===== src/rtl/axibram_write_burst.sv =====
// AXI3 write-burst slave that turns AW/W bursts into single-beat BRAM writes.
// The AW, W and B channels are FIFO-buffered and one IDLE/BURST sequencer drives the beats.
module axibram_write_burst_fifo #(
    parameter int WIDTH     = 8,
    parameter int DEPTH_LOG = 2
) (
    input  logic                 aclk,
    input  logic                 aresetn,
    input  logic                 push,
    input  logic [WIDTH-1:0]     din,
    input  logic                 pop,
    output logic [WIDTH-1:0]     dout,
    output logic [DEPTH_LOG:0]   count
);
    localparam int DEPTH = 1 << DEPTH_LOG;
    localparam logic [DEPTH_LOG:0] FULL_CNT = DEPTH[DEPTH_LOG:0];

    logic [WIDTH-1:0]     mem [DEPTH];
    logic [DEPTH_LOG-1:0] wr_ptr;
    logic [DEPTH_LOG-1:0] rd_ptr;
    logic                 do_push;
    logic                 do_pop;

    // A push into a full FIFO is only taken when a pop frees the slot in the same cycle.
    assign do_pop  = pop && (count != '0);
    assign do_push = push && ((count != FULL_CNT) || do_pop);
    assign dout    = mem[rd_ptr];

    always_ff @(posedge aclk or negedge aresetn) begin
        if (!aresetn) begin
            wr_ptr <= '0;
            rd_ptr <= '0;
            count  <= '0;
        end else begin
            if (do_push) wr_ptr <= wr_ptr + DEPTH_LOG'(1);
            if (do_pop)  rd_ptr <= rd_ptr + DEPTH_LOG'(1);
            count <= count + (DEPTH_LOG+1)'(do_push) - (DEPTH_LOG+1)'(do_pop);
        end
    end

    always_ff @(posedge aclk) begin
        if (do_push) mem[wr_ptr] <= din;
    end
endmodule

// state | meaning
// IDLE  | no burst in flight, waiting for AW + W + device ready + B room
// BURST | writing beats of the latched burst until beats_left reaches zero
module axibram_write_burst #(
    parameter int ADDRESS_BITS   = 10,
    parameter int DATA_BYTES     = 4,
    parameter int FIFO_DEPTH_LOG = 2
) (
    input  logic                      aclk,
    input  logic                      aresetn,
    input  logic [31:0]               awaddr,
    input  logic                      awvalid,
    output logic                      awready,
    input  logic [11:0]               awid,
    input  logic [3:0]                awlen,
    input  logic [1:0]                awsize,
    input  logic [1:0]                awburst,
    input  logic [8*DATA_BYTES-1:0]   wdata,
    input  logic                      wvalid,
    output logic                      wready,
    input  logic [11:0]               wid,
    input  logic                      wlast,
    input  logic [DATA_BYTES-1:0]     wstb,
    output logic                      bvalid,
    input  logic                      bready,
    output logic [11:0]               bid,
    output logic [1:0]                bresp,
    output logic [ADDRESS_BITS-1:0]   pre_awaddr,
    output logic                      start_burst,
    input  logic                      dev_ready,
    input  logic                      dev_error,
    output logic [ADDRESS_BITS-1:0]   bram_waddr,
    output logic                      bram_wen,
    output logic [DATA_BYTES-1:0]     bram_wstb,
    output logic [8*DATA_BYTES-1:0]  bram_wdata
);
    localparam int L   = $clog2(DATA_BYTES);
    localparam int CW  = FIFO_DEPTH_LOG + 1;
    localparam int DW  = 8 * DATA_BYTES;
    localparam int AWW = ADDRESS_BITS + 4 + 2 + 12;
    localparam int WW  = 1 + DATA_BYTES + DW;
    localparam logic [CW-1:0] DEPTH_CNT  = CW'(1 << FIFO_DEPTH_LOG);
    localparam logic [CW-1:0] ALMOST_CNT = DEPTH_CNT - CW'(1);

    typedef enum logic {IDLE, BURST} state_t;
    state_t state;

    logic [AWW-1:0]          aw_head;
    logic [CW-1:0]           aw_cnt;
    logic [CW-1:0]           aw_cnt_nxt;
    logic [WW-1:0]           w_head;
    logic [CW-1:0]           w_cnt;
    logic [CW-1:0]           w_cnt_nxt;
    logic [13:0]             b_head;
    logic [CW-1:0]           b_cnt;
    logic [1:0]              b_resp_new;
    logic                    aw_push;
    logic                    w_push;
    logic                    b_pop;
    logic                    beat;
    logic                    last_beat;
    logic                    b_room;
    logic                    start;
    logic [ADDRESS_BITS-1:0] head_addr;
    logic [3:0]              head_len;
    logic [1:0]              head_burst;
    logic [11:0]             head_id;
    logic                    head_wlast;
    logic [DATA_BYTES-1:0]   head_wstb;
    logic [DW-1:0]           head_wdata;
    logic [ADDRESS_BITS-1:0] addr_r;
    logic [ADDRESS_BITS-1:0] mask_r;
    logic [ADDRESS_BITS-1:0] next_addr;
    logic [3:0]              beats_left;
    logic [1:0]              burst_r;
    logic [11:0]             id_r;
    logic                    err_r;
    logic                    dev_ready_r;
    logic                    unused_ok;

    assign unused_ok = &{1'b0, awsize, wid, awaddr[31:ADDRESS_BITS+L], awaddr[L-1:0]};

    assign aw_push = awvalid && awready;
    assign w_push  = wvalid && wready;
    assign {head_addr, head_len, head_burst, head_id} = aw_head;
    assign {head_wlast, head_wstb, head_wdata}        = w_head;

    axibram_write_burst_fifo #(.WIDTH(AWW), .DEPTH_LOG(FIFO_DEPTH_LOG)) u_aw_fifo (
        .aclk(aclk), .aresetn(aresetn), .push(aw_push),
        .din({awaddr[ADDRESS_BITS+L-1:L], awlen, awburst, awid}),
        .pop(start), .dout(aw_head), .count(aw_cnt)
    );

    axibram_write_burst_fifo #(.WIDTH(WW), .DEPTH_LOG(FIFO_DEPTH_LOG)) u_w_fifo (
        .aclk(aclk), .aresetn(aresetn), .push(w_push), .din({wlast, wstb, wdata}),
        .pop(beat), .dout(w_head), .count(w_cnt)
    );

    axibram_write_burst_fifo #(.WIDTH(14), .DEPTH_LOG(FIFO_DEPTH_LOG)) u_b_fifo (
        .aclk(aclk), .aresetn(aresetn), .push(last_beat), .din({id_r, b_resp_new}),
        .pop(b_pop), .dout(b_head), .count(b_cnt)
    );

    assign beat      = (state == BURST) && (w_cnt != '0) && dev_ready_r;
    assign last_beat = beat && (beats_left == 4'd0);
    // A start on a last beat must leave room for the response that beat pushes as well.
    assign b_room    = (state == BURST) ? (b_cnt < ALMOST_CNT) : (b_cnt < DEPTH_CNT);
    assign start     = (aw_cnt != '0) && (w_cnt != '0) && dev_ready_r && b_room &&
                       ((state == IDLE) || last_beat);

    assign b_resp_new  = (err_r || !head_wlast) ? 2'b10 : 2'b00;
    assign bvalid      = (b_cnt != '0);
    assign b_pop       = bvalid && bready;
    assign bid         = bvalid ? b_head[13:2] : 12'd0;
    assign bresp       = bvalid ? b_head[1:0] : 2'b00;
    assign pre_awaddr  = head_addr;
    assign start_burst = start;
    assign aw_cnt_nxt  = aw_cnt + CW'(aw_push) - CW'(start);
    assign w_cnt_nxt   = w_cnt + CW'(w_push) - CW'(beat);

    always_comb begin
        next_addr = addr_r + ADDRESS_BITS'(1);
        case (burst_r)
            2'b00:   next_addr = addr_r;
            2'b10:   next_addr = (addr_r & ~mask_r) | ((addr_r + ADDRESS_BITS'(1)) & mask_r);
            default: next_addr = addr_r + ADDRESS_BITS'(1);
        endcase
    end

    always_ff @(posedge aclk or negedge aresetn) begin
        if (!aresetn) begin
            state       <= IDLE;
            addr_r      <= '0;
            mask_r      <= '0;
            beats_left  <= '0;
            burst_r     <= '0;
            id_r        <= '0;
            err_r       <= 1'b0;
            dev_ready_r <= 1'b0;
            awready     <= 1'b0;
            wready      <= 1'b0;
            bram_wen    <= 1'b0;
            bram_waddr  <= '0;
            bram_wstb   <= '0;
            bram_wdata  <= '0;
        end else begin
            dev_ready_r <= dev_ready;
            awready     <= (aw_cnt_nxt < ALMOST_CNT);
            wready      <= (w_cnt_nxt < ALMOST_CNT);
            bram_wen    <= beat && !err_r;
            if (beat) begin
                bram_waddr <= addr_r;
                bram_wstb  <= head_wstb;
                bram_wdata <= head_wdata;
                beats_left <= beats_left - 4'd1;
                addr_r     <= next_addr;
            end
            if (start) begin
                state      <= BURST;
                addr_r     <= head_addr;
                beats_left <= head_len;
                mask_r     <= ADDRESS_BITS'(head_len);
                burst_r    <= head_burst;
                id_r       <= head_id;
                err_r      <= dev_error;
            end else if (last_beat) begin
                state <= IDLE;
            end
        end
    end
endmodule


===== config.mk =====
export PLATFORM = sky130hd
export DESIGN_NAME = axibram_write_burst
export DESIGN_NICKNAME = d
export VERILOG_FILES = /design/src/rtl/axibram_write_burst.sv
export SDC_FILE = /design/constraint.sdc
export NUM_CORES = 1
export LEC_CHECK = 0
export CAP_MARGIN = 20
export CELL_PAD_IN_SITES_DETAIL_PLACEMENT = 0
export CELL_PAD_IN_SITES_GLOBAL_PLACEMENT = 1
export CORE_MARGIN = 1.5
export CORE_UTILIZATION = 48
export DETAILED_ROUTE_END_ITERATION = 7
export PLACE_DENSITY_LB_ADDON = 0.1
export SLEW_MARGIN = 20
export SYNTH_ARGS = -nofsm -noshare
export SYNTH_HDL_FRONTEND = slang
export SYNTH_SLANG_ARGS = --single-unit

===== constraint.sdc =====
create_clock -name aclk -period 3.45 [get_ports aclk]
set_input_delay 0.5175 -clock aclk [delete_from_list [all_inputs] [get_ports aclk]]
set_output_delay 0.5175 -clock aclk [all_outputs]
set_load 0.1 [all_outputs]

==> results of run 1 <==
==> state kept, by name (all words and copies together) (netlist names), 7 cells and up, named ones only <==
register,count
u_w_fifo.mem,148
u_aw_fifo.mem,112
u_b_fifo.mem,52
bram_wdata,32
id_r,12
bram_waddr,10
addr_r,7
==> area by class of cell <==
type,instances,share of cell area (%)
clock inverter,18,0.808
clock buffer,62,6.15
tap,448,2.85
sequential,417,61.0
inverter,33,0.630
timing repair buffer,174,8.55
multi-input combinational,453,20.0
==> metal layers <==
layer,track usage (%),vias up
met5,0,-
met4,4.28,0
met3,2.93,45
met2,28.8,190
met1,25.9,4170
li1,-,3857
==> cells by family (layout without fill, tap and decap cells) <==
logic type      count (synthesis)  in the layout
flops                         417            417
simple gates                  271            271
mux                            83             83
buf+inv                        81            287
compound gates                 45             45
fa+ha+maj                      31             31
xor+xnor                       22             22
other cells                     1              1
==> worst register-to-register path, cell delays in order (launching register included) <==
cell	delay, ns
dfrtp_1	0.37
inv_1	0.12
ha_1	0.18
nand4bb_1	0.12
o21ai_0	0.45
nand2_2	0.14
buf_4	0.23
a31oi_4	0.29
ha_1	0.19
inv_1	0.05
fa_1	0.37
xnor2_1	0.13
==> per-stage QoR <==
stage,utilization (%),worst slack [ns]
after floorplan,-,0.196
after global placement,54.7,0.677
after detailed placement,54.7,0.679
after CTS,58.8,0.287
after global routing,58.8,0.0764
final,58.8,0.330
==> worst max path at each step <==
stage / start / end / slack, ns / depth (start not counted)
2_1_floorplan: u_b_fifo.count[1] / awready / 0.20 / 14
3_3_place_gp: u_w_fifo.count[1] / wready / 0.68 / 9
3_5_place_dp: u_w_fifo.count[1] / wready / 0.68 / 9
4_1_cts: beats_left[0] / start_burst / 0.29 / 8
5_1_grt: beats_left[0] / start_burst / 0.08 / 8
6_report: beats_left[0] / start_burst / 0.33 / 8
==> where the power goes <==
part	internal [mW]	total, mW	switching (mW)
Combinational	2.43	7.80	5.37
Sequential	6.51	7.31	0.808
Clock	2.60	4.42	1.82
==> cell usage in the layout (no fill, tap or decap), types with 3 or more instances in the layout <==
master,instances
a21o_1,3
a21oi_1,13
and2_1,23
and2_2,4
and3_1,9
buf_12,7
buf_4,52
clkbuf_1,14
clkbuf_16,44
clkbuf_8,4
clkdlybuf4s50_1,115
clkinv_1,4
clkinv_2,7
dfrtp_1,102
dfrtp_2,3
edfxtp_1,312
fa_1,5
ha_1,26
inv_1,31
mux2i_1,4
mux4_2,77
nand2_1,200
nand3_1,5
nor2_1,12
nor4_1,4
o21ai_0,12
xnor2_1,19
xor2_1,3
==> results.cfg, run 1 <==
[synth]
synth-compound-area-share_pct = 1.95
synth-xor-area-share_pct = 1.18
yosysTopAreaCell = edfxtp_1
synth_cells = 951
ys_ff_latch = 417
synth_most_common_cell = edfxtp_1
yosysTopAreaCellShare_pct = 57.6
avgSynthCellArea_sq_um = 17.1
synthMuxAreaShare_pct = 11.0
synthFlopType = edfxtp_1
synth_area_leaders = edfxtp_1, dfrtp_1, mux4_2
seq_area_frac_synth_pct = 73.7
syn_nets = 1090
synth_commonest_cells = edfxtp_1, nand2_1, dfrtp_1, mux4_2, inv_1
yosysWarnings = 0
synth_top_family_by_area = multiplexers
synth_area_sq_um = 16300
synth-simple-area-share_pct = 7.24
synth_fa_ha_area_share_pct = 2.61
async_reset_ff_share_pct = 25.2
synth_edf_count = 312
ys_types = 49

[timing]
min_period_over_period_pct = 90.4
setup_tns_ns = 0
tightest_slew_ns = 1.05
max_freq_ghz = 0.321
holdWs_ns = 0.0403
hold_violations = 0
skew_ns = 0.0190
setup_violations = 0
max_slew_margin_pct = 30.1
grt_setup_unrepaired = false
slew_violations = 0
fin_crit_ns = 3.12

[clocking]
post_cts.repair.setup_buffers = 0
cts-root-buf = clkbuf_16
clkTransAtPathRegs_ns = 0.06
cts_max_level = 2
cts_resized = 0
cts_buffers = 43
hold_buffers = 0
cts_tree = built
clkLatencyLatePin_ns = 0.53
cts_buffer_depth = 3
numClockSinks = 417

[placement]
place.port_buffers = 145
placedCellCount = 1525
dpl.hpwl_um = 18900
routabilityCongestion = 0.752
place_area_sq_um = 18300

[setup_path]
cp.required_ns = 2.93
r2r_setup_slack_ns = 0.68
crit_fanout = 30
rr_worst_depth = 11
slowest_stage = o21ai_0
cpLargestDelayFamily = buffers and inverters
crit_buf_inv = 4
critical_path.endpoint_type = output pin
r2r-start = beats_left[0]
rr_endpoint = u_aw_fifo.count[2]
startpoint_type = flop
cp_slowest_stage_delay_ns = 0.45
path_cells = inv_1, ha_1, nand4bb_1, o21ai_0, nand2_2, inv_2, buf_4, buf_12
cp.arrival_ns = 2.60
critPathKind = flop to output pin

[finish]
diodes = 0
n_fill_cell = 2545
final_area_sq_um = 19700
drive_gt1_share_pct = 18.6
multiInputGateArea_sq_um = 3930
areaGrowthSynthToFinish_pct = 20.9
stdcell_count = 1605
fin_nets = 1261
regArea_sq_um = 12000

[route]
dr.pass1.iters = 5
routedLengthMet1_um = 14100
wl_met2_um = 14600
drt_drc_violations_left = 0
top_layer = met4
viasPerCell = 5.15
dr_total_vias = 8262
drt-total-wl_um = 30500
route.met3.wl_um = 1280
drt_iter0_markers = 374
ant_nets = 0
wl_per_cell_um = 19.0

[die]
die_y_um = 187
core_area_sq_um = 33400
die_w_um = 187
dieArea_sq_um = 35000
ios = 183
initial_core_util_pct = 48.6
rows = 67

[pwr]
p_leak_nw = 7.33
p_per_area_nw_per_um2 = 993
power_mw = 19.5
vdd_drop_max_mv = 0.806

[job]
drv_cap = 0

[global_route]
grt_first_pass_wirelength_um = 48600
gr-total-overflow = 0
antenna_found_initial = 0
grt_usage_pct = 17.9
grt_pass1_vias = 8628
grt_max_degree = 59

[status]
status = finished, final reports clean

[hold_path]
min_path_type = primary input to asynchronous set/reset pin
(Power assumes the default switching activity.)
==> inputs of run 2 (changes only) <==
--- a/config.mk
+++ b/config.mk
@@ -12,6 +12,7 @@
 export CORE_UTILIZATION = 48
 export DETAILED_ROUTE_END_ITERATION = 7
 export PLACE_DENSITY_LB_ADDON = 0.1
+export RECOVER_POWER = 50
 export SLEW_MARGIN = 20
 export SYNTH_ARGS = -nofsm -noshare
 export SYNTH_HDL_FRONTEND = slang
==> results.cfg, run 2 (synthesis results as in run 1) <==
[hold_path]
min_path_type = primary input to asynchronous set/reset pin

[route]
ant_nets = 0
dr.pass1.iters = 5
drt_iter0_markers = 388
dr_total_vias = 8298
drt-total-wl_um = 30500
viasPerCell = 5.17
drt_drc_violations_left = 0
wl_per_cell_um = 19.0

[clocking]
post_cts.repair.setup_buffers = 0
numClockSinks = 417
hold_buffers = 0
clkTransAtPathRegs_ns = 0.06
cts_buffers = 43
cts_max_level = 2
clkLatencyLatePin_ns = 0.53
cts_tree = built
cts_resized = 0
cts-root-buf = clkbuf_16
cts_buffer_depth = 3

[timing]
tightest_slew_ns = 2.21
max_freq_ghz = 0.320
max_slew_margin_pct = -47.4
fin_crit_ns = 3.12
grt_setup_unrepaired = false
min_period_over_period_pct = 90.5
hold_violations = 0
setup_tns_ns = 0
setup_violations = 0
skew_ns = 0.0176
slew_violations = 46
setup_ws_ns = 0.327

[finish]
layout_common_cells = edfxtp_1, nand2_1, dfrtp_1
mostFrequentLayoutCell = edfxtp_1
drive_gt1_share_pct = 17.5
reg.largest.list = u_w_fifo.mem: 148 flops, u_aw_fifo.mem: 112 flops, u_b_fifo.mem: 52 flops
regMostFlops = u_w_fifo.mem
final_area_sq_um = 19600
fin_nets = 1261
stdcell_count = 1606
largest_reg_flops = 148
areaGrowthSynthToFinish_pct = 20.4

[setup_path]
startpoint_type = flop
r2r_setup_slack_ns = 0.50
crit_start = beats_left[0]
critPathKind = flop to output pin
crit_fanout = 30
critical_path.endpoint_type = output pin
cp.arrival_ns = 2.61
endpoint = start_burst
r2r-start = u_w_fifo.count[1]
cp.required_ns = 2.93
rr_worst_depth = 9
rr_endpoint = wready

[global_route]
grt_usage_pct = 17.9
grt_pass1_vias = 8628
grt_max_degree = 59
grt_first_pass_wirelength_um = 48600
gr-total-overflow = 0
antenna_found_initial = 1

[pwr]
seqPwrFrac_pct = 37.5
p_per_area_nw_per_um2 = 993
switching_share_pct = 41.0
clkPwrFrac_pct = 22.7
power.switching_mw = 7.99
p_leak_nw = 7.30
combPwrFrac_pct = 39.8
vdd_drop_max_mv = 0.806
internal_power_mw = 11.5

[die]
die_y_um = 187
dieArea_sq_um = 35000
core_area_sq_um = 33400
ios = 183
die_w_um = 187
rows = 67
initial_core_util_pct = 48.6

[placement]
placedCellCount = 1525
place_area_sq_um = 18300
dpl.hpwl_um = 18900
place.port_buffers = 145
routabilityCongestion = 0.752
preCtsSetupSlack_ns = 0.679

[status]
status = complete, but fails checks
violations = capacitance limit, slew limit

[job]
drv_cap = 1
==> run 2: changes by cell type in the layout (fill, tap and decap cells not counted), sizes merged <==
cell | before | now
clkdlybuf4s50 | 115 | 49
buf | 59 | 49
diode | 0 | 1
dlygate4sd3 | 0 | 66
clkdlybuf4s25 | 0 | 1
clkbuf | 62 | 71
==> run 2: power by group through the flow <==
stage	combinational [mW]	sequential, mW	clock (mW)
after floorplan	4.37	8.98	0
after global placement	7.86	7.40	0
after detailed placement	7.90	7.44	0
after CTS	7.92	7.34	4.52
after global routing	8.26	7.45	4.73
final	7.74	7.30	4.42
==> run 2: routing by layer <==
metal | part of all wire, % | vias up | track usage [%]
met5 | 0 | - | 0
met4 | 1.7 | 0 | 4.28
met3 | 4.1 | 45 | 2.93
met2 | 48 | 180 | 28.8
met1 | 46 | 4217 | 25.9
li1 | - | 3856 | -
==> run 2: worst min path at each step <==
stage	start	slack (ns)	endpoint	depth (start not counted)
finish	aresetn	0.03	awready	1
global route	aresetn	0.08	awready	1
CTS	aresetn	0.07	bram_wdata[20]	1
detailed placement	err_r	0.45	bram_wen	1
global placement	err_r	0.44	bram_wen	1
floorplan	aresetn	0.22	asynchronous set/reset pin	0
==> run 2: layout make-up <==
type	instances	area (sq um)
fillers	2561	13900
flip-flops and latches	417	12000
multi-input cells	453	3910
repair buffers	174	1630
clock buffers	62	1210
well taps	448	561
clock inverters	18	159
inverters	33	124
diodes	1	2.50
==> run 2: through the flow <==
step	power (mW)	hold slack, ns	utilization, %
6_report	19.5	0.0336	58.6
3_5_place_dp	15.3	0.451	54.7
5_1_grt	20.4	0.0772	58.6
4_1_cts	19.8	0.0653	58.8
2_1_floorplan	13.4	0.222	-
3_3_place_gp	15.3	0.438	54.7
==> run 2: worst max-delay path: stages (launching register included) <==
cell       delay [ns]
dfrtp_1          0.37
inv_1            0.12
ha_1             0.18
nand4bb_1        0.12
o21ai_0          0.46
nand2_2          0.15
inv_2            0.09
buf_4            0.35
buf_12           0.23
